**config.mk**
```make
export PLATFORM = sky130hd
export DESIGN_NAME = vram_plane_fetch
export DESIGN_NICKNAME = d
export VERILOG_FILES = /design/src/rtl/vram_plane_fetch.sv
export SDC_FILE = /design/constraint.sdc
export NUM_CORES = 1
export LEC_CHECK = 0
export CORE_MARGIN = 5
export CORE_UTILIZATION = 45
export DETAILED_ROUTE_END_ITERATION = 12
export GPL_ROUTABILITY_DRIVEN = 0
export PLACE_DENSITY = 0.7
export SYNTH_ARGS = -nofsm -noshare
export SYNTH_HDL_FRONTEND = slang
export SYNTH_SLANG_ARGS = --single-unit
```
**constraint.sdc**
```tcl
create_clock -name clk_sys -period 2.95 [get_ports clk_sys]
set_input_delay 0.4425 -clock clk_sys [delete_from_list [all_inputs] [get_ports clk_sys]]
set_output_delay 0.4425 -clock clk_sys [all_outputs]
set_load 0.03 [all_outputs]
```
**src/rtl/vram_plane_fetch.sv**
```systemverilog
// Four-plane VRAM responder: serves 13-bit display word fetches as one atomic
// 32-bit word and owns a one-deep posted CPU write buffer that snoops into vdata.
module vram_plane_fetch #(
    parameter int RD_LAT = 1
) (
    input  logic        clk_sys,
    input  logic        reset_n,
    input  logic [12:0] vaddr,
    output logic [31:0] vdata,
    output logic        fetch_busy,
    // cpu_we is a single-cycle strobe taken only on a cycle where cpu_ready is
    // high; a strobe while cpu_ready is low is dropped with no side effect.
    input  logic        cpu_we,
    input  logic [14:0] cpu_addr,
    input  logic [7:0]  cpu_din,
    output logic        cpu_ready,
    output logic [14:0] mem_addr,
    output logic        mem_we,
    output logic [7:0]  mem_din,
    input  logic [7:0]  mem_dout,
    output logic [1:0]  fsm_state
);
    typedef enum logic [1:0] {S_IDLE, S_RD, S_DRAIN, S_WR} state_t;

    localparam logic [2:0] LAT  = 3'(RD_LAT);
    localparam logic [2:0] LAST = 3'(RD_LAT + 3);

    state_t      state;
    logic [12:0] cur_addr;
    logic        valid;
    logic [2:0]  step;
    logic [7:0]  s0, s1, s2;
    logic        wb_full;
    logic [14:0] wb_addr;
    logic [7:0]  wb_data;

    logic        trigger;
    logic        wb_take;
    logic        wr_pend;
    logic        capture;
    logic [1:0]  cap_plane;
    logic [14:0] wr_addr;
    logic [7:0]  wr_data;

    assign trigger   = ~valid | (vaddr != cur_addr);
    assign wb_take   = cpu_we & ~wb_full;
    assign wr_pend   = wb_full | wb_take;
    // A strobe arriving on the deciding cycle goes straight to WR, bypassing the buffer read.
    assign wr_addr   = wb_full ? wb_addr : cpu_addr;
    assign wr_data   = wb_full ? wb_data : cpu_din;
    // Step counts cycles since the plane 0 issue; plane k lands RD_LAT steps after its issue.
    assign capture   = ((state == S_RD) || (state == S_DRAIN)) && (step >= LAT);
    assign cap_plane = step[1:0] - LAT[1:0];
    assign cpu_ready = ~wb_full;
    assign fsm_state = state;

    always_ff @(posedge clk_sys or negedge reset_n) begin
        if (!reset_n) begin
            state      <= S_IDLE;
            cur_addr   <= '0;
            valid      <= 1'b0;
            step       <= '0;
            s0         <= '0;
            s1         <= '0;
            s2         <= '0;
            wb_full    <= 1'b0;
            wb_addr    <= '0;
            wb_data    <= '0;
            vdata      <= '0;
            fetch_busy <= 1'b0;
            mem_addr   <= '0;
            mem_we     <= 1'b0;
            mem_din    <= '0;
        end else begin
            if (wb_take) begin
                wb_full <= 1'b1;
                wb_addr <= cpu_addr;
                wb_data <= cpu_din;
            end else if (state == S_WR) begin
                wb_full <= 1'b0;
            end

            if (capture) begin
                case (cap_plane)
                    2'd0:    s0 <= mem_dout;
                    2'd1:    s1 <= mem_dout;
                    2'd2:    s2 <= mem_dout;
                    default: vdata <= {s0, s1, s2, mem_dout};
                endcase
            end

            case (state)
                S_IDLE: begin
                    if (trigger) begin
                        cur_addr   <= vaddr;
                        step       <= '0;
                        mem_addr   <= {2'd0, vaddr};
                        fetch_busy <= 1'b1;
                        state      <= S_RD;
                    end else if (wr_pend) begin
                        mem_we   <= 1'b1;
                        mem_addr <= wr_addr;
                        mem_din  <= wr_data;
                        state    <= S_WR;
                    end
                end
                S_RD: begin
                    if (step[1:0] == 2'd3) begin
                        state <= S_DRAIN;
                    end else begin
                        mem_addr <= {step[1:0] + 2'd1, cur_addr};
                    end
                    step <= step + 3'd1;
                end
                S_DRAIN: begin
                    step <= step + 3'd1;
                    if (step == LAST) begin
                        valid      <= 1'b1;
                        fetch_busy <= 1'b0;
                        if (wr_pend) begin
                            mem_we   <= 1'b1;
                            mem_addr <= wr_addr;
                            mem_din  <= wr_data;
                            state    <= S_WR;
                        end else begin
                            state <= S_IDLE;
                        end
                    end
                end
                S_WR: begin
                    mem_we <= 1'b0;
                    state  <= S_IDLE;
                    if (valid && (wb_addr[12:0] == cur_addr)) begin
                        case (wb_addr[14:13])
                            2'd0:    vdata[31:24] <= wb_data;
                            2'd1:    vdata[23:16] <= wb_data;
                            2'd2:    vdata[15:8]  <= wb_data;
                            default: vdata[7:0]   <= wb_data;
                        endcase
                    end
                end
                default: state <= S_IDLE;
            endcase
        end
    end
endmodule

```
==> results_dict.tcl <==
set metrics [dict create \
    status "complete, no violations" \
    hold_violations 0 \
    slew_viol_final 0 \
    holdWs_ps 39.9 \
    layout.cells.non_filler 802 \
    clock-root-buffer "clkbuf_16" \
    crit_chain "xnor2_1 > nand4_1 > nor4_1 > buf_4 > nor3b_4 > mux2_2" \
    grt_overflow 0 \
    syn_avg_cell_area_um2 12.4 \
    postRouteAntennaNets 0 \
    postRouteWirelength_um 15300 \
    final_util 0.608 \
    die_x_um 127 \
    grt_max_degree 49 \
    cts_resized 0 \
    cp_max_fo 8 \
    setup.worst_path.start_class "flip-flop" \
    post_cts_buffers 0 \
    vias 4367 \
    cp.required_ps 3250 \
    core_region_area_mm2 0.0133 \
    tns_ps 0 \
    ys_types 40 \
    slew_headroom 0.519 \
    grt_util_all_layers 0.197 \
    ys_seq_elements 124 \
    clkLatencyLatePin_ps 420 \
    syn_inst 495 \
    grt_setup_unrepaired "no" \
    r2r-start "cur_addr[0]" \
    worst_ep_arrival_time_ps 2720 \
    hold_buffers 0 \
    cp_top_family "simple AND/OR/NAND/NOR gates" \
    r2r_slack_ps 530 \
    slowest_delay_ps 500 \
    die_h_um 127 \
    antenna_found_initial 0 \
    finClkSkew_ps 5.76 \
    crit_slowest_cell "nor3b_4" \
    portBuffers 106 \
    dpl_cell_area_mm2 0.00750 \
    drt-initial-drc-count 282 \
    stdcell_area_mm2 0.00812 \
    place_inst 770 \
    final_layout_size_suffix_gt1_frac 0.283 \
    grt_pass1_wl_um 24800 \
    clock_sinks 124 \
    syn_area_mm2 0.00616 \
    num_rows 42 \
    cts_made_buffers 17 \
    diodes 0 \
    power_density_mw_per_mm2 1330 \
    ys_warn_count 0 \
    n_fill_cell 1118 \
    ys_seq_area_frac 0.504 \
    cp.depth 6 \
    cellLeakagePower_nw 3.40 \
    cts_buffer_depth 2 \
    vdd_drop_max_mv 0.570 \
    start_util 0.461 \
    fmax_mhz 414 \
    first_pass_iters 4 \
    io_pins 107 \
    cts_tree "built" \
    end_kind "flip-flop" \
    setup_viol 0 \
    worstReg2RegEnd "vdata[28]" \
    die_area_mm2 0.0161 \
    path_class "flip-flop to flip-flop" \
    routed_via_density 5.45 \
    worst_r2r_path_depth 6 \
    crit_buf_inv 1 \
    drc 0 \
    first_global_vias 4678 \
    detailed_place_hpwl_um 11000 \
    h-tree-depth 4 \
    final.period_utilization 0.819 \
    areaGrowthSynthToFinish_pct 31.8 \
    maxCapViolCount 0 \
    wl_per_cell_um 19.0 \
    worst_pin_slew_ps 715 \
    syn_nets 552 \
    clk_pin_slew_ps 50 \
    hold_path_class "input pin to asynchronous set/reset pin" \
    nNetsFinal 670 \
    period_needed_ps 2420 \
]
==> report_power, final <==
part | switching (mW) | total [mW] | internal, mW
registers | 0.754 | 3.35 | 2.60
clock network | 0.746 | 2.14 | 1.39
logic | 2.62 | 5.34 | 2.73
==> worst register-to-register path, stage by stage, from the launching register on <==
cell	delay (ps)
dfrtp_1	440
xnor2_1	270
nand4_1	120
nor4_1	360
buf_4	210
nor3b_4	500
mux2_2	410
==> per-stage QoR <==
| stage | power (mW) | setup WS [ps] |
|---|---|---|
| 5_1_grt | 11.5 | 394 |
| 3_3_place_gp | 8.58 | 240 |
| 3_5_place_dp | 8.74 | 206 |
| 4_1_cts | 10.9 | 474 |
| 6_report | 10.8 | 535 |
| 2_1_floorplan | 6.88 | 423 |
==> cells in the final DEF (no fill, tap or decap), drive strengths merged <==
cell type,n
nand2,16
nand3,7
xnor2,26
nor3b,1
buf,17
a32o,1
mux2i,25
a221o,12
o21ai,5
o31ai,1
nor2,38
clkinvlp,1
nor3,2
o22a,12
nand2b,2
and3b,1
bufinv,3
a22o,3
mux2,124
a22oi,2
a21oi,28
clkdlybuf4s50,105
o32a,1
or3,1
a2bb2oi,1
clkbuf,22
and2,2
inv,8
a31oi,1
and3,1
nand4,7
clkinv,6
ha,10
a21boi,1
nor2b,4
o2bb2ai,1
nor4,4
dfrtp,124
==> worst max path at each step <==
stage,startpoint,to
CTS,cur_addr[9],vdata[27]
finish,cur_addr[0],vdata[28]
global route,cur_addr[9],vdata[1]
floorplan,fsm_state[0],vdata[29]
detailed placement,vaddr[7],mem_din[5]
global placement,vaddr[7],mem_din[3]
==> logic make-up after synthesis <==
group / count (synthesis) / share of synthesized area
compound gates: 69 / 0.0797
buf+inv: 31 / 0.0199
flops: 124 / 0.504
fa+ha+maj: 10 / 0.0203
xor+xnor: 26 / 0.0370
simple gates: 86 / 0.0717
mux: 149 / 0.267
==> flip-flops by register name, summed over array words and instances (netlist names) <==
| name | flops |
|---|---|
| vdata | 32 |
| mem_addr | 15 |
| wb_addr | 15 |
| cur_addr | 13 |
| mem_din | 8 |
| s0 | 8 |
| s1 | 8 |
| s2 | 8 |
| wb_data | 8 |
| step | 3 |
| fsm_state | 2 |
| fetch_busy | 1 |
| mem_we | 1 |
| valid | 1 |
| wb_full | 1 |
==> routing by layer <==
metal,vias up,GRT usage,part of all wire
met5,-,0,0
li1,2034,-,-
met1,2159,0.245,0.42
met4,0,0.0852,0.030
met3,35,0.0488,0.056
met2,139,0.326,0.49
==> layout make-up <==
cell class                      count  area, um2  share of cell area
Tap cell                          176        220              0.0271
Clock buffer                       22        474              0.0584
Clock inverter                     10        139              0.0171
Inverter                            8       30.0             0.00370
Multi-Input combinational cell    340       2930               0.361
Sequential cell                   124       3100               0.382
Timing Repair Buffer              122       1220               0.150
==> synth_stat cells <==
library cell  count  area share
clkbuf_1         16      0.0098
o22a_1           12       0.017
mux2i_1          25       0.041
ha_1             10       0.020
nor2_1           37       0.023
nor3_1            1     0.00081
nor3_4            1      0.0026
nor4_2            1      0.0020
nor3b_4           1      0.0030
nor2_2            1      0.0010
a221o_1          12       0.020
a21oi_1          28       0.023
a21boi_0          1      0.0012
nor4_1            2      0.0020
dfrtp_1         124        0.50
and2_1            2      0.0020
a22o_1            3      0.0043
nor4_4            1      0.0035
xnor2_1          26       0.037
and3_1            1      0.0010
nand2_1          16      0.0098
and3b_1           1      0.0014
a2bb2oi_1         1      0.0014
nand3_1           7      0.0057
mux2_2          124        0.23
a32o_1            1      0.0016
or3_1             1      0.0010
nand2b_1          2      0.0020
buf_4             1      0.0012
nand4_1           7      0.0071
nor2b_1           4      0.0041
a31oi_1           1      0.0010
o32a_1            1      0.0016
inv_1             8      0.0049
a22oi_1           2      0.0024
o2bb2ai_1         1      0.0014
o31ai_1           1      0.0012
o21ai_0           5      0.0041
buf_2             2      0.0016
buf_1             4      0.0024
Note: power is estimated with default switching activity, not from simulation.
